<file path="src/rtl/fifo_wr_pkg.sv">
`default_nettype none
// +--------------------------------------------------------------------+
// | fifo_wr_pkg : shared types and constants for the async FIFO write side |
// | Rev 1.0                                                            |
// +--------------------------------------------------------------------+
package fifo_wr_pkg;

  typedef enum logic [1:0] {
    IDLE = 2'd0,
    XFER = 2'd1,
    HOLD = 2'd2
  } wr_state_t;

  localparam int c_addr_size   = 8;
  localparam int c_hfull_thresh = 172;
  // Entries still free whenever hfull is low; bounds the largest safe burst.
  localparam int c_free_space  = (1 << c_addr_size) - c_hfull_thresh;

endpackage
`default_nettype wire

</file>
<file path="src/rtl/fifo_skid2.sv">
`default_nettype none
// +--------------------------------------------------------------------+
// | fifo_skid2 : 2-entry FIFO-ordered skid buffer, head zeroed when empty |
// | Rev 1.0                                                            |
// +--------------------------------------------------------------------+
module fifo_skid2 #(
  parameter int W = 9
) (
  input  logic         w_clk,
  input  logic         w_rst,
  input  logic         i_push,
  input  logic [W-1:0] i_data,
  input  logic         i_pop,
  output logic         o_full,
  output logic         o_valid,
  output logic [W-1:0] o_head
);

  logic [W-1:0] r_mem0;
  logic [W-1:0] r_mem1;
  logic [1:0]   r_cnt;

  always_ff @(posedge w_clk or posedge w_rst) begin
    if (w_rst) begin
      r_mem0 <= '0;
      r_mem1 <= '0;
      r_cnt  <= 2'd0;
    end else begin
      case ({i_push, i_pop})
        2'b10: begin
          if (r_cnt == 2'd0) r_mem0 <= i_data;
          else               r_mem1 <= i_data;
          r_cnt <= r_cnt + 2'd1;
        end
        2'b01: begin
          r_mem0 <= r_mem1;
          r_cnt  <= r_cnt - 2'd1;
        end
        2'b11: begin
          if (r_cnt == 2'd2) begin
            r_mem0 <= r_mem1;
            r_mem1 <= i_data;
          end else begin
            r_mem0 <= i_data;
          end
        end
        default: ;
      endcase
    end
  end

  assign o_full  = (r_cnt == 2'd2);
  assign o_valid = (r_cnt != 2'd0);
  assign o_head  = o_valid ? r_mem0 : '0;

endmodule
`default_nettype wire

</file>
<file path="src/rtl/fifo_wr_burst_ctrl.sv">
`default_nettype none
// +--------------------------------------------------------------------+
// | fifo_wr_burst_ctrl : burst-admission write front end of the async FIFO |
// | Optional stall statistics: define WR_BURST_STATS_EN.  Rev 1.0      |
// +--------------------------------------------------------------------+
module fifo_wr_burst_ctrl
  import fifo_wr_pkg::*;
#(
  parameter int D_Width   = 8,
  parameter int MAX_BURST = 64,
  parameter int CNT_W     = 16
) (
  input  logic               w_clk,
  input  logic               w_rst,
  input  logic               s_valid,
  input  logic [D_Width-1:0] s_data,
  input  logic               s_last,
  output logic               s_ready,
  input  logic               wfull,
  input  logic               hfull,
  output logic               w_inc,
  output logic [D_Width-1:0] w_data,
  output logic               busy,
  output logic               err_len,
  output logic [CNT_W-1:0]   burst_cnt,
  output logic [15:0]        stall_cyc
);

  localparam int c_beat_w = $clog2(MAX_BURST + 1);

  generate
    if (MAX_BURST < 1 || MAX_BURST > c_free_space) begin : g_bad_max_burst
      $error("MAX_BURST must lie in 1..%0d", c_free_space);
    end
  endgenerate

  wr_state_t           r_state;
  logic [c_beat_w-1:0] r_beat;
  logic [CNT_W-1:0]    r_burst_cnt;
  logic                r_err_len;

  logic               w_skid_full;
  logic               w_head_valid;
  logic [D_Width:0]   w_head;
  logic               w_head_last;
  logic [c_beat_w-1:0] w_beat_nxt;
  logic               w_at_max;

  fifo_skid2 #(.W(D_Width + 1)) u_skid (
    .w_clk   (w_clk),
    .w_rst   (w_rst),
    .i_push  (s_valid & s_ready),
    .i_data  ({s_last, s_data}),
    .i_pop   (w_inc),
    .o_full  (w_skid_full),
    .o_valid (w_head_valid),
    .o_head  (w_head)
  );

  assign w_head_last = w_head[D_Width];
  assign w_beat_nxt  = r_beat + c_beat_w'(1);
  assign w_at_max    = (w_beat_nxt == c_beat_w'(MAX_BURST));

  // Write strobe gated by the registered full flag so no beat lands in a full FIFO.
  assign w_inc     = (r_state == XFER) && w_head_valid && !wfull;
  assign w_data    = w_head[D_Width-1:0];
  assign s_ready   = !w_skid_full;
  assign busy      = (r_state != IDLE);
  assign err_len   = r_err_len;
  assign burst_cnt = r_burst_cnt;

  always_ff @(posedge w_clk or posedge w_rst) begin
    if (w_rst) begin
      r_state     <= IDLE;
      r_beat      <= '0;
      r_burst_cnt <= '0;
      r_err_len   <= 1'b0;
    end else begin
      case (r_state)
        IDLE: if (w_head_valid && !hfull) r_state <= XFER;
        XFER: begin
          if (w_inc) begin
            if (w_head_last || w_at_max) begin
              r_burst_cnt <= r_burst_cnt + CNT_W'(1);
              r_beat      <= '0;
              r_state     <= IDLE;
              if (!w_head_last) r_err_len <= 1'b1;
            end else begin
              r_beat <= w_beat_nxt;
            end
          end else if (wfull) begin
            r_state <= HOLD;
          end
        end
        HOLD: if (!wfull) r_state <= XFER;
        default: r_state <= IDLE;
      endcase
    end
  end

`ifdef WR_BURST_STATS_EN
  logic        w_stall;
  logic [15:0] r_stall_cyc;

  assign w_stall = (r_state == HOLD) || ((r_state == IDLE) && w_head_valid && hfull);

  always_ff @(posedge w_clk or posedge w_rst) begin
    if (w_rst)                                  r_stall_cyc <= 16'd0;
    else if (w_stall && r_stall_cyc != 16'hFFFF) r_stall_cyc <= r_stall_cyc + 16'd1;
  end

  assign stall_cyc = r_stall_cyc;
`else
  assign stall_cyc = 16'd0;
`endif

endmodule
`default_nettype wire

</file>
<file path="config.mk">
export PLATFORM = sky130hd
export DESIGN_NAME = fifo_wr_burst_ctrl
export DESIGN_NICKNAME = d
export VERILOG_FILES = /design/src/rtl/fifo_wr_pkg.sv /design/src/rtl/fifo_skid2.sv /design/src/rtl/fifo_wr_burst_ctrl.sv
export SDC_FILE = /design/constraint.sdc
export NUM_CORES = 1
export LEC_CHECK = 0
export CAP_MARGIN = 20
export CORE_MARGIN = 2
export CORE_UTILIZATION = 50
export CTS_CLUSTER_SIZE = 24
export DETAILED_ROUTE_END_ITERATION = 8
export PLACE_DENSITY = 0.8
export SYNTH_ARGS = -nofsm -noshare
export SYNTH_HDL_FRONTEND = slang
export SYNTH_SLANG_ARGS = --single-unit
export TNS_END_PERCENT = 1
</file>
<file path="constraint.sdc">
create_clock -name w_clk -period 3.1 [get_ports w_clk]
set_input_delay 0.31 -clock w_clk [delete_from_list [all_inputs] [get_ports w_clk]]
set_output_delay 0.31 -clock w_clk [all_outputs]
set_load 0.03 [all_outputs]
</file>
== After elaboration in Yosys (flattened, before gate mapping) ==
Index checks and enable logic that the tools add are counted.

* Input port bits: 14
* Bits in registers: 46
* Word-level logic and storage cells: 62
* Output and inout port bits: 44

* Bitwise operators: 2
* Reduce and logical (&&, ||, !) cells: 20
* Multiplexer cells: 15
* Add/sub/neg operators: 4
* Equality and inequality tests: 14

{| class="wikitable"
|+ Operator list
! cell !! number
|-
| 9-bit two-way mux || 5
|-
| 9-bit case mux with 3 select lines || 1
|-
| 9-bit case mux with 2 select lines || 1
|-
| 16-bit by 1-bit adder with 16-bit output (second input constant) || 1
|-
| 2-bit two-way mux || 5
|-
| 2-bit equality test (second input constant) || 4
|-
| 2-bit inequality test (second input constant) || 4
|-
| 4-bit AND reduction || 2
|-
| 2-bit nonzero test || 4
|-
| 7-bit by 1-bit adder with 7-bit output (second input constant) || 1
|-
| 7-bit equality test (second input constant) || 1
|-
| 7-bit two-way mux || 1
|-
| 2-bit case mux with 3 select lines || 1
|-
| 3-bit AND reduction || 2
|-
| 2-bit by 1-bit equality test with 1-bit output (second input constant) || 2
|-
| 2-bit logical NOT || 2
|-
| 2-bit case mux with 2 select lines || 1
|-
| 2-bit AND reduction || 2
|-
| 1-bit logical AND || 3
|-
| 1-bit logical NOT || 3
|-
| 3-bit by 2-bit inequality test with 1-bit output (second input constant) || 1
|-
| 3-bit inequality test (second input constant) || 1
|-
| 3-bit nonzero test || 1
|-
| 2-bit by 1-bit adder with 2-bit output (second input constant) || 1
|-
| other kinds (5) || 5
|}

== Logic depth before layout (Yosys ltp) ==
Gate-level depths: netlist of run 1.

* Word-level depth: 6
* Mapped depth: 9
* Gate-level depth less buffers: 9

== Modules after synthesis ==
Synthesis of run 1 repeated with hierarchy kept, for this count alone.

* Cell total of the unflattened synthesis: 248
* Area, all modules: 2568.7 µm²

{| class="wikitable"
|+ By module, submodules not included
! module !! cells each !! area each (µm²) !! sequential area each (µm²) !! instances
|-
| fifo_wr_burst_ctrl || 145 || 1506.4 || 650.6 || 1
|-
| fifo_skid2 || 103 || 1062.3 || 500.5 || 1
|}

== Least setup slack after synthesis of run 1 ==
OpenSTA, ideal clock, no wires.

* Path type: reg-to-reg
* From: register u_skid.r_cnt[0]
* To: register u_skid.r_mem1[0]
* Slack: 611 ps
* Period minus slack after synthesis: 2489 ps
* Data arrival time: 2364 ps
* Library setup time: 125 ps
* Data required time: 2975 ps
* Cell stages (with the launch flop): 9
* Path buffers: 2
* Cell sequence: dfrtp_1 nor2_1 or3_1 buf_2 buf_1 ha_1 o21ai_0 nor2_1 mux2_2

* Longest elaborated chain between the ends: 6
* Elaborated cells between the ends (all ways): 14
* Classes of those cells: 5 x eq/ne; 1 x mux; 1 x bitwise; 7 x reduce/logical

{| class="wikitable"
|+ Ends and longest elaborated chain
! item !! RTL line !! text
|-
| start, declared || fifo_skid2.sv:21 || <nowiki>logic [1:0] r_cnt;</nowiki>
|-
| start signal, assigned || fifo_skid2.sv:33 || <nowiki>r_cnt <= r_cnt + 2'd1;</nowiki>
|-
| start signal, assigned || fifo_skid2.sv:37 || <nowiki>r_cnt <= r_cnt - 2'd1;</nowiki>
|-
| 2-bit equality test or 2-bit nonzero test (tied branches) || fifo_skid2.sv:40, fifo_skid2.sv:52, fifo_skid2.sv:53 ||
|-
| 1-bit logical NOT or 1-bit logical AND (tied branches) || fifo_wr_burst_ctrl.sv:67, fifo_wr_burst_ctrl.sv:65 ||
|-
| 1-bit AND or 1-bit logical AND (tied branches) || fifo_wr_burst_ctrl.sv:52, fifo_wr_burst_ctrl.sv:65 ||
|-
| 2-bit equality test || fifo_skid2.sv:29 || <nowiki>case ({i_push, i_pop})</nowiki>
|-
| 2-bit inequality test (no line) or 2-bit nonzero test (tied branches) || - ||
|-
| 3-bit AND reduction (no line) || - ||
|-
| end signal, assigned || fifo_skid2.sv:32 || <nowiki>else r_mem1 <= i_data;</nowiki>
|-
| end signal, assigned || fifo_skid2.sv:42 || <nowiki>r_mem1 <= i_data;</nowiki>
|-
| end, declared || fifo_skid2.sv:20 || <nowiki>logic [W-1:0] r_mem1;</nowiki>
|}

Parallel ways exist; a longest one is shown, timed or not.
A chain may end at the register's enable or synchronous reset.

== Worst setup path in the final report of run 1 ==
* From: register u_skid.r_cnt[0]
* To: register u_skid.r_mem1[5]

The elaborated chain is that of the path after synthesis.

==> qor.yml, run 1 <==
outcome:
  status: "finished, final reports clean"
layout:
  final_area_sq_mm: 0.00299
  multi_input_area_sq_mm: 0.00119
  nets: 292
  layout_commonest_cell: "dfrtp_1"
  final_core_util_pct: 63.2
  drive_gt1_share_pct: 12.8
  area_growth_pct: 21.2
  layout_common_cells: "dfrtp_1 (46), clkdlybuf4s50_1 (41), nand2_1 (19)"
  seq_area_sq_mm: 0.00115
  nFillCells: 391
  antenna_cells: 0
global_route:
  grt_pass1_wl_um: 7710
  antenna_found_initial: 0
  grt_max_degree: 47
  grt.total_usage_pct: 18.1
  grt-ovfl-total: 0
  grt_pass1_vias: 1674
cts:
  clockRootBuffer: "clkbuf_8"
  tritoncts: "built"
  cts_setup_buffers: 0
  cts_resized: 0
  cts_buffers: 5
  h-tree-depth: 2
  cts_hold_buf: 0
  clk_latency_ns: 0.30
  cts.sinks: 46
  clk_transition_reported_paths_ns: 0.09
  cts_max_path_buffers: 2
setup_path:
  startpoint: "u_skid.r_cnt[0]"
  cp-end-kind: "flip-flop"
  r2r_end: "u_skid.r_mem1[5]"
  cp.required_ns: 3.29
  reg2reg_depth: 8
  reg2reg_setup_slack_ns: 0.47
  r2r_start: "u_skid.r_cnt[0]"
  crit_fanout: 10
  cp.arrival_ns: 2.82
  startpoint_type: "flip-flop"
  crit_end: "u_skid.r_mem1[5]"
  critPathKind: "reg2reg"
logic_synthesis:
  synth_xor_xnor_area_share_pct: 6.40
  ys_types: 43
  ys.flop_type: "dfrtp_1"
  syn_area_sq_mm: 0.00246
  yosys_register_bits: 46
  synth_mux_area_share_pct: 5.94
  ys_warn_count: 0
  synthAdderAreaFrac_pct: 3.05
  syn_inst: 228
  synth_edf_count: 0
  synthArstFlopShare_pct: 100
  syn_area_per_cell_sq_um: 10.8
  yosys.area_share.simple_pct: 18.9
  synth_compound_area_share_pct: 11.4
  seq_area_frac_synth_pct: 46.7
  synth_top_family_by_area: "simple AND/OR/NAND/NOR gates"
power:
  seqPwrFrac_pct: 36.1
  p_leak_nw: 1.32
  switching_share_pct: 41.8
  vdd_drop_max_v: 0.000610
  intPower_mw: 1.59
  total_power_mw: 2.74
  powerDensity_mw_per_mm2: 917
  pwr-share-clk_pct: 16.1
  p_sw_mw: 1.14
  p_comb_share_pct: 47.8
sta:
  maxSlewViolCount: 0
  worstMarginPinSlew_ns: 0.746
  setup_ws_ns: 0.472
  hold_viol_final: 0
  final.min_clock_period_ns: 2.63
  fin_setup_tns_ns: 0
  fin_skew_ns: 0.00799
  setup_viol: 0
  relSlewSlack_pct: 50.1
  rsz0062_at_grt: "no"
  fmax_mhz: 380
  finalCritPeriodShare_pct: 84.8
place:
  place_area_sq_mm: 0.00288
  dpl.hpwl_um: 3280
  place_congestion: 0.712
  dp_slack_ns: 0.340
  port_buffers: 41
floorplan:
  die_x_um: 74.2
  die-area_sq_mm: 0.00550
  fp.dieH_um: 74.2
  coreArea_sq_mm: 0.00472
  io_pins: 58
  initial_core_util_pct: 52.2
  std_cell_rows: 25
route:
  drc: 0
  via_per_inst: 5.22
  vias: 1775
  drtIter0Drc: 119
  wl_per_cell_um: 13.6
  dr.pass1.iters: 4
  antenna_left: 0
  wirelength_um: 4630
job:
  max_cap_violations: 0
min_path:
  worstHoldPathType: "in2async"
==> state kept, by name (all words and copies together), names as in the netlist <==
name,cells
burst_cnt,16
u_skid.r_mem0,9
u_skid.r_mem1,9
r_beat,7
r_state,2
u_skid.r_cnt,2
err_len,1
==> area by class of cell <==
cell class              instances  area share, %
multi-input cells             169           39.7
inverters                       6          0.796
clock inverters                 3           1.34
repair buffers                 44           14.5
flip-flops and latches         46           38.5
clock buffers                   5           2.30
well taps                      67           2.81
==> cell families (layout without fill, tap and decap cells) <==
group | Yosys count | count (layout)
mux | 12 | 12
buf+inv | 28 | 58
flops | 46 | 46
other cells | 1 | 16
fa+ha+maj | 6 | 6
compound gates | 40 | 40
xor+xnor | 18 | 18
simple gates | 77 | 77
==> power groups by stage <==
| stage | registers (mW) | logic, mW | clock network [mW] |
|---|---|---|---|
| 6_report | 0.988 | 1.31 | 0.440 |
| 5_1_grt | 1.02 | 1.42 | 0.462 |
| 4_1_cts | 0.986 | 1.32 | 0.447 |
| 3_5_place_dp | 0.996 | 1.31 | 0 |
| 3_3_place_gp | 0.988 | 1.29 | 0 |
| 2_1_floorplan | 1.03 | 0.872 | 0 |
==> routing by layer <==
metal	share of wire, %	track usage [%]	wire, um
met4	1.3	5.45	61
met5	0	0	0
met1	46	25.0	2150
met2	48	29.0	2240
met3	4.0	3.66	184
==> how the worst min path moves through the flow <==
stage,start,end
after floorplan,wfull,r_state[1]
after global placement,burst_cnt[15],burst_cnt[15]
after detailed placement,burst_cnt[15],burst_cnt[15]
after CTS,burst_cnt[15],burst_cnt[15]
after global routing,burst_cnt[15],burst_cnt[15]
final,w_rst,u_skid.r_mem1[1]
==> critical path, cell delays in order, from the launching register on <==
cell      delay (ns)
dfrtp_1         0.46
nor2_1          0.27
or3_1           0.19
clkinv_2        0.18
ha_1            0.28
nand2_1         0.09
o21ai_0         0.07
nor2_1          0.57
mux2_2          0.41
==> stage by stage <==
| stage | instances | hold WS [ns] |
|---|---|---|
| 5_1_grt | 340 | 0.480 |
| 3_5_place_dp | 332 | 0.459 |
| 3_3_place_gp | 332 | 0.455 |
| 4_1_cts | 340 | 0.473 |
| 6_report | 340 | 0.447 |
| 2_1_floorplan | 243 | 0.459 |
==> synth_stat cells, types with 2 or more instances <==
library cell / number / share of area, %
nand4_1: 3 / 0.76
dfrtp_1: 46 / 47
xor2_1: 16 / 5.7
a22oi_1: 9 / 2.7
inv_1: 5 / 0.76
buf_4: 16 / 4.9
nor4_4: 2 / 1.7
ha_1: 6 / 3.0
mux2_2: 11 / 5.0
a41oi_1: 2 / 0.71
nor2_1: 15 / 2.3
clkbuf_1: 2 / 0.30
nand3_1: 5 / 1.0
and2_1: 8 / 2.0
nor3_1: 5 / 1.0
buf_6: 2 / 0.91
nand2b_1: 3 / 0.76
a31oi_1: 4 / 1.0
nand4b_1: 2 / 0.71
a21oi_1: 15 / 3.0
and3_1: 3 / 0.76
nor4_2: 2 / 1.0
xnor2_1: 2 / 0.71
nand2_1: 19 / 2.9
o21ai_0: 4 / 0.81
nor4_1: 3 / 0.76
or2_2: 2 / 0.51
Note: power is estimated with default switching activity, not from simulation.
==> run 2, diff against run 1 <==
Settings changed: CORE_UTILIZATION 50 to 45, PLACE_DENSITY 0.8 to 0.76.
Clock period 3.1 ns to 2.2 ns, I/O delays scaled along.
==> qor.yml, run 2 (synthesized netlist as in run 1, its figures left out) <==
place:
  dpl.hpwl_um: 3660  # +12%
  dp_slack_ns: -0.0593  # -0.399 ns
  place_congestion: 0.797  # +12%
  dp_cells: 356  # +7.2%
  port_buffers: 41  # unchanged
cts:
  cts_hold_buf: 0  # unchanged
  cts_buffers: 5  # unchanged
  h-tree-depth: 2  # unchanged
  cts_max_path_buffers: 2  # unchanged
  clk_transition_reported_paths_ns: 0.08  # about the same
  cts.sinks: 46  # unchanged
  cts_setup_buffers: 0  # unchanged
  tritoncts: "built"
  clockRootBuffer: "clkbuf_8"
  clk_latency_ns: 0.29  # about the same
floorplan:
  die-area_sq_mm: 0.00608  # +10%
  fp.dieH_um: 78.0  # +5.1%
  die_x_um: 78.0  # +5.1%
  coreArea_sq_mm: 0.00520  # +10%
  io_pins: 58  # unchanged
  initial_core_util_pct: 47.3  # -4.8 points
  std_cell_rows: 26  # +4.0%
global_route:
  grt_pass1_wl_um: 8540  # +11%
  grt_pass1_vias: 1807  # +7.9%
  grt.total_usage_pct: 17.6  # -0.54 points
  antenna_found_initial: 0  # unchanged
  grt_max_degree: 27  # -43%
  grt-ovfl-total: 0  # unchanged
setup_path:
  critPathKind: "reg2reg"
  startpoint_type: "flip-flop"
  crit_fanout: 8  # -2
  cp.arrival_ns: 2.27  # -0.55 ns
  cp-end-kind: "flip-flop"
  crit_chain: "or4b_4, mux2i_4, a32oi_4, buf_4, nor3_1, xor2_1"
  cp.required_ns: 2.42  # -0.87 ns
  critPathMaxStageDelay_ns: 0.54  # -0.03 ns
  crit_path_top_delay_cell: "or4b_4"
sta:
  relSlewSlack_pct: 48.3  # -1.8 points
  final.min_clock_period_ns: 2.06  # -0.571 ns
  hold_viol_final: 0  # unchanged
  setup_viol: 0  # unchanged
  finalCritPeriodShare_pct: 93.5  # +8.7 points
  setup_ws_ns: 0.143  # -0.329 ns
  fmax_mhz: 486  # +28%
  maxSlewViolCount: 0  # unchanged
  worstMarginPinSlew_ns: 0.771  # +0.0255 ns
  fin_setup_tns_ns: 0  # unchanged
  rsz0062_at_grt: "no"
  fin_skew_ns: 0.00920  # +0.00121 ns
route:
  wirelength_um: 4960  # +7.1%
  vias: 1860  # +4.8%
  drtIter0Drc: 139  # +17%
  antenna_left: 0  # unchanged
  via_per_inst: 5.12  # -1.9%
  wl_per_cell_um: 13.7  # +0.29%
  dr.pass1.iters: 4  # unchanged
  drc: 0  # unchanged
layout:
  instances_no_fill: 363  # +6.8%
  nets: 313  # +7.2%
  antenna_cells: 0  # unchanged
  area_growth_pct: 29.8
  largest_reg_flops: 16  # unchanged
  layout_commonest_cell: "dfrtp_1"
  layout_common_cells: "dfrtp_1 (45), clkdlybuf4s50_1 (32), buf_4 (20)"
  final_core_util_pct: 61.4  # -1.8 points
  drive_gt1_share_pct: 20.5  # +7.7 points
  nFillCells: 451  # +15%
job:
  max_cap_violations: 0  # unchanged
outcome:
  status: "finished, final reports clean"
power:
  p_leak_nw: 1.44  # +9.7%
  powerDensity_mw_per_mm2: 1240  # +36%
  vdd_drop_max_v: 0.000887  # +45%
  total_power_mw: 3.98  # +45%
min_path:
  worstHoldPathType: "in2async"
[run 2: changes by cell type in the layout (fill, tap and decap cells not counted), moves of 2 or more]
cell             delta
buf_4              +17
clkdlybuf4s50_1     -9
dlygate4sd2_1       +8
buf_12              +5
clkinv_2            -3
nor2_1              -2
nor2_2              +2
[run 2: worst max-delay path: cells and delay by family (launching register included)]
family,cells,cell delay (ns)
XOR/XNOR,1,0.19
multiplexers,1,0.21
AND/OR/NAND/NOR,2,0.78
AO/OA/AOI/OAI,1,0.21
buffers and inverters,1,0.20
flip-flops,1,0.38
[run 2: stage by stage]
stage	instance area [sq um]	hold slack (ns)
floorplan	2530	0.369
global placement	3110	0.461
detailed placement	3110	0.471
CTS	3180	0.292
global route	3200	0.315
finish	3200	0.268
[run 2: cell type report]
cell class              instances  area [sq um]  area share [%]
repair buffers                 65           641            20.0
multi-input cells             169          1210            37.8
clock inverters                 1          7.51           0.235
well taps                      70          87.6            2.74
inverters                       6          27.5           0.861
flip-flops and latches         46          1150            36.0
clock buffers                   6          72.6            2.27
[run 2: where the power goes]
group          switching (mW)  total (mW)  internal [mW]
clock                   0.278       0.496          0.218
sequential              0.247        1.38           1.14
combinational            1.16        2.10          0.940
[run 2: layer usage]
metal	wire length (um)	global-route usage, %	vias to the layer above
met5	0	0	-
met2	2450	29.3	54
met3	282	4.77	3
met1	2200	23.4	891
li1	-	-	912
met4	30	2.63	0
[run 2: path summary, 6_finish.rpt]
kind,cells after the start,end,slack [ns],from
max in group asynchronous,3,u_skid.r_cnt[0],1.39,w_rst
min reg2reg,1,burst_cnt[15],0.47,burst_cnt[15]
min in group w_clk,1,burst_cnt[15],0.47,burst_cnt[15]
max reg2reg,6,burst_cnt[3],0.14,r_beat[5]
max,6,burst_cnt[3],0.14,r_beat[5]
min,2,burst_cnt[11],0.27,w_rst
[run 2: timing repair]
action | 4_1_cts | 5_1_grt
endpoints found under the hold margin | 0 | 0
gates resized for setup | 8 | 3
pin swaps | 0 | 0
endpoints found under the setup margin | 8 | 22
==> patch 1: new RTL, settings of run 1 <==
The 3 states of `wr_state_t` get a one-hot encoding in 3 bits.
--- a/src/rtl/fifo_wr_pkg.sv
+++ b/src/rtl/fifo_wr_pkg.sv
@@ -6,8 +6,8 @@
 package fifo_wr_pkg;
 
-  typedef enum logic [1:0] {
-    IDLE = 2'd0,
-    XFER = 2'd1,
-    HOLD = 2'd2
+  typedef enum logic [2:0] {
+    IDLE = 3'b001,
+    XFER = 3'b010,
+    HOLD = 3'b100
   } wr_state_t;
 
Check against the original RTL: same outputs for any inputs over 4 cycles, from zero or initial values and one cycle with w_rst high; so few cycles prove little.
==> patch 1 against run 1 <==
- sequential cell count rose by 1
- synthesized area shrank 1.7%
- wire length is 7.3% higher
- clock power down 17%
- final area shrank 0.88%
- critical path type is now reg2out
- largest cell class is now sequential cells
- power is 12% lower
- die area shrank 1.6%
- register-to-register slack better by 0.17 ns
- worst setup slack gained 0.099 ns
- critical endpoint is now w_inc
- largest power group unchanged
- count of clock-buffer cells in the layout is 1 higher
==> patch 1: results (changes against run 1) <==
The tools report the final wirelength as 4970 um (+7.3%). The run gives 0.64 ns (+0.17 ns) as the register-to-register path setup slack. The sequential fraction of the synthesis area was 0.486 (+0.0188); the transition time at the pin with the least slew margin was 0.515 ns (-0.231 ns). By count the netlist is led by 46 x sky130_fd_sc_hd__dfrtp_1, 22 x sky130_fd_sc_hd__nand2_1, 17 x sky130_fd_sc_hd__a21oi_1, 17 x sky130_fd_sc_hd__buf_4, 15 x sky130_fd_sc_hd__nor2_1. The worst vdd rail ir drop came out at 390 uV (-36%).

The critical path class is reg2out. The critical path's slowest cell is sky130_fd_sc_hd__clkdlybuf4s50_1. Yosys attributes the largest share of cell area to sky130_fd_sc_hd__dfrtp_1 48%, sky130_fd_sc_hd__buf_4 5.3%, sky130_fd_sc_hd__mux2_2 4.6%. The worst register-to-register path ends at u_skid.r_mem1[6]. Maximum number of pins on one net before global-route repair: 29 (-38%). The largest incremental delay on the critical path works out to 0.71 ns (+0.14 ns). The count of filler cells inserted in the layout was 398 (+1.8%); the maximum fanout encountered on the critical timing path was 6 (-4). The number of instances resized during post-cts repair was 0 (unchanged); the count of unique library cells instantiated by Yosys was 36 (-16%). The final-stage net count is 308 (+5.5%).

The top cell family by delay on the critical path was buffers and inverters. The tools report the overall track demand over capacity in global routing as 0.203 (+0.0217). The endpoint of the most critical setup path was w_inc. The tools report the routing usage on met2 as 0.317 (+0.0278). The flow ran to the end, and the final reports show no timing, DRC or antenna violations. The number of global-route vias before repair came out at 1764 (+5.4%). The per-instance average area after synthesis was 10.1 um2 (-7.0%); the half-perimeter wire length after placement was 3520 um (+7.2%). The fraction of met1 tracks used by global routing was 0.276 (+0.0251).

The leakage power figure is 1.29 nW (-2.1%), and the critical path data arrival time is 2.22 ns (-0.60 ns). The routability congestion estimate is 0.767 (+7.7%). The number of detailed-route iterations in the first pass is 5 (+1), and the total via count after detailed routing is 1895 (+6.8%). The run gives 8420 um (+9.3%) as the global-route wire length before repair.

The share of post-route cells with drive strength above 1 is 0.0972 (-0.0310).
## patch 1: cell types whose count changed in the layout (fill, tap and decap cells not counted), sizes merged, moves of 5 or more
cell / change
nand4: +6
a21o: +6
xor2: -9
nor2b: +9
and2: -8
xnor2: +9
nor4: -5
## patch 1: final cells by class
type	instances	area, um2	area share
flip-flops and latches	47	1180	0.398
multi-input cells	182	1130	0.383
repair buffers	47	475	0.161
clock buffers	6	82.6	0.0279
well taps	54	67.6	0.0228
inverters	5	18.8	0.00634
clock inverters	1	5.00	0.00169
## patch 1: cells by family (layout without fill, tap and decap cells)
kind of cell / after synthesis / count (layout) / synth area share
simple gates: 87 / 87 / 0.184
flops: 47 / 47 / 0.486
compound gates: 45 / 45 / 0.116
buf+inv: 27 / 59 / 0.0692
xor+xnor: 18 / 18 / 0.0651
mux: 10 / 10 / 0.0465
fa+ha+maj: 6 / 6 / 0.0310
other cells: 1 / 16 / 0.00155
## patch 1: how the worst min path moves through the flow
stage	cells after the start	slack [ns]	to
final	2	0.27	burst_cnt[3]
after global routing	2	0.31	burst_cnt[3]
after CTS	2	0.45	burst_cnt[3]
after detailed placement	1	0.46	err_len
after floorplan	2	0.43	r_state[2]
after global placement	1	0.45	err_len
## patch 1: stage by stage
stage / power (W) / worst slack (ns) / hold slack [ns] / instances / area, um2
floorplan: 0.00168 / 0.478 / 0.433 / 256 / 2480
global placement: 0.00201 / 0.439 / 0.452 / 334 / 2850
detailed placement: 0.00204 / 0.391 / 0.458 / 334 / 2850
CTS: 0.00242 / 0.541 / 0.449 / 341 / 2930
global route: 0.00257 / 0.445 / 0.314 / 342 / 2960
finish: 0.00240 / 0.570 / 0.269 / 342 / 2960
## patch 1: where the power goes
group	leakage [nW]	total (W)	switching [W]	internal, W
Combinational	0.672	0.00108	0.000614	0.000466
Clock	0.0470	0.000367	0.000192	0.000175
Sequential	0.568	0.000959	0.000159	0.000800
## patch 1: per-layer routing
metal	wire, um	up-vias	share of wire
li1	-	902	-
met2	2390	54	0.48
met5	0	-	0
met4	71	0	0.014
met1	2280	933	0.46
met3	236	6	0.047
## patch 1: worst register-to-register path, cell delays in order, from the launching register on
cell and delay (ns):
sky130_fd_sc_hd__dfrtp_1 0.48, sky130_fd_sc_hd__nor2_2 0.07, sky130_fd_sc_hd__or4_1 0.49, sky130_fd_sc_hd__inv_1 0.18, sky130_fd_sc_hd__ha_1 0.22, sky130_fd_sc_hd__o21ai_0 0.10, sky130_fd_sc_hd__nor2_1 0.27, sky130_fd_sc_hd__buf_4 0.22
sky130_fd_sc_hd__mux2_2 0.33
==> patch 2: new RTL, config.mk and constraints of run 1 <==
Without the edit above. Add a define of `WR_BURST_STATS_EN`.
--- a/src/rtl/fifo_wr_burst_ctrl.sv
+++ b/src/rtl/fifo_wr_burst_ctrl.sv
@@ -4,4 +4,6 @@
 // | Optional stall statistics: define WR_BURST_STATS_EN.  Rev 1.0      |
 // +--------------------------------------------------------------------+
+`define WR_BURST_STATS_EN
+
 module fifo_wr_burst_ctrl
   import fifo_wr_pkg::*;
Check against the original RTL: not equivalent (a bounded check fails within 4 cycles, from zero or initial values and one cycle with w_rst high).
==> patch 2 against run 1 <==
- clock skew about the same
- critical path depth decreased by 3
- sequential cell count increased by 16
- worst setup slack got worse by 0.17 ns
- sequential power increased by 27%
- via count increased by 30%
- non-clock buffer count increased by 16
- synthesized area increased by 25%
- wire length increased by 33%
- final area increased by 31%
- power increased by 25%
- largest cell class is now sequential cells
==> patch 2: results (changes against run 1) <==
The run finished with clean final reports. Number of instances in the synthesized netlist: 275 (+21%). The top flip-flop cell by instance count after synthesis was sky130_fd_sc_hd__dfrtp_1. The count of filler cells inserted in the layout came out at 479 (+23%).

The routed via count divided by cell count was 5.54 (+6.1%); the leakage power figure was 1.70 nW (+29%). The run gives 0.00806 ns (+0.0000698 ns) as the final worst clock skew. The combinational power is 0.00146 W (+11%), and the number of buffers created by CTS is 9 (+4). The critical path data arrival time is 2.49 ns (-0.33 ns).

The logs give 0 (unchanged) for the post-CTS repair timing setup buffer count and 647 uV (+6.0%) for the worst vdd rail ir drop. The run gives 63 (+34%) as the maximum number of pins on one net before global-route repair. The worst max-slew margin expressed relative to the limit is 0.440 (-0.0609). The fraction of the mapped netlist area in adder cells works out to 0.0285 (-0.00195).

The logs give 2246 (+34%) for the number of global-route vias before repair and 418 (+23%) for the final instance count without filler cells. The compound-cell area share of the yosys netlist was 0.0966 (-0.0177); the fraction of synthesized cell area in xor and xnor cells was 0.0998 (+0.0358). Critical path's slowest cell: sky130_fd_sc_hd__clkdlybuf4s50_1. The count of unique library cells instantiated by Yosys came out at 46 (+7.0%). Share of post-route cells with drive strength above 1: 0.146 (+0.0176). The min-delay analysis places its worst path in the category reg2reg. The total number of H-tree levels was 3 (+1). The power density over cell area was 874 mW/mm2 (-4.6%); the sequential fraction of the synthesis area was 0.505 (+0.0381). Yosys attributes the largest share of cell area to sky130_fd_sc_hd__dfrtp_1 51%, sky130_fd_sc_hd__xor2_1 6.0%, sky130_fd_sc_hd__mux2_2 4.4%. The run gives 106 (-11%) as the first-iteration detailed-routing DRC count. The tools report the half-perimeter wire length after placement as 4320 um (+32%). Overall track demand over capacity in global routing: 0.207 (+0.0265). The final wirelength is 6170 um (+33%), and the power in sequential cells is 0.00125 W (+27%). Master cell of the clock root buffer: sky130_fd_sc_hd__clkbuf_8. Clock latency at the later pin of the worst-skew pair: 0.34 ns (+0.04 ns). The global-route wire length before repair is 10500 um (+36%).

The internal power consumption is 0.00208 W (+30%), and the multiplexer share of the synthesized area is 0.0513 (-0.00808). The tools report the number of buffers on the longest clock path as 2 (unchanged). The number of I/O port buffers was 57 (+39%); the clock slew at the register clock pins of the worst setup and hold paths was 0.06 ns (-0.03 ns). For the setup slack after placement, the log shows 0.286 ns (-0.0531 ns). The top cell family by delay on the critical path was buffers and inverters. The final-stage net count is 359 (+23%), and the maximum fanout encountered on the critical timing path is 19 (+9). The share of async-settable or async-resettable flops after synthesis was 1.00 (unchanged); the number of cells in the design after placement was 402 (+21%). After synthesis, the most frequently instantiated cells are 62 x sky130_fd_sc_hd__dfrtp_1, 22 x sky130_fd_sc_hd__nor2_1, 21 x sky130_fd_sc_hd__nand2_1, 21 x sky130_fd_sc_hd__xor2_1, 14 x sky130_fd_sc_hd__xnor2_1. The cell area after placement is 0.00371 mm2 (+29%), and the largest incremental delay on the critical path is 0.59 ns (+0.02 ns).

The tools report the routability congestion estimate as 0.781 (+9.7%).
patch 2: changes by cell type after synthesis, moves of 3 or more:
cell                      before  now
sky130_fd_sc_hd__nor4_1        3    0
sky130_fd_sc_hd__dfrtp_1      46   62
sky130_fd_sc_hd__o21ai_0       4    1
sky130_fd_sc_hd__a21oi_1      15   12
sky130_fd_sc_hd__nand3_1       5   10
sky130_fd_sc_hd__xor2_1       16   21
sky130_fd_sc_hd__buf_4        16    1
sky130_fd_sc_hd__xnor2_1       2   14
sky130_fd_sc_hd__nor3_2        0    8
sky130_fd_sc_hd__nand4_1       3   11
sky130_fd_sc_hd__nor2_1       15   22
patch 2: worst paths after layout:
check,cells after the start,start,endpoint,slack [ns]
max in group asynchronous,3,w_rst,burst_cnt[14],2.10
max,5,u_skid.r_cnt[1],w_inc,0.30
max reg2reg,9,u_skid.r_cnt[0],u_skid.r_mem0[1],0.47
min,1,burst_cnt[15],burst_cnt[15],0.47
min in group asynchronous,3,w_rst,stall_cyc[12],0.50
min reg2reg,1,burst_cnt[15],burst_cnt[15],0.47
patch 2: area by class of cell:
class                   count  area (um2)  area share
flip-flops and latches     62        1550       0.396
multi-input cells         200        1460       0.372
repair buffers             60         593       0.151
clock buffers              12         155      0.0396
well taps                  75        93.8      0.0240
clock inverters             4        45.0      0.0115
inverters                   5        18.8     0.00479
patch 2: per-layer routing:
| layer | share of wire | vias to the layer above | global-route usage |
|---|---|---|---|
| met5 | 0 | - | 0 |
| met4 | 0.016 | 0 | 0.0750 |
| met3 | 0.051 | 8 | 0.0707 |
| met2 | 0.51 | 60 | 0.346 |
| met1 | 0.42 | 1142 | 0.249 |
| li1 | - | 1106 | - |
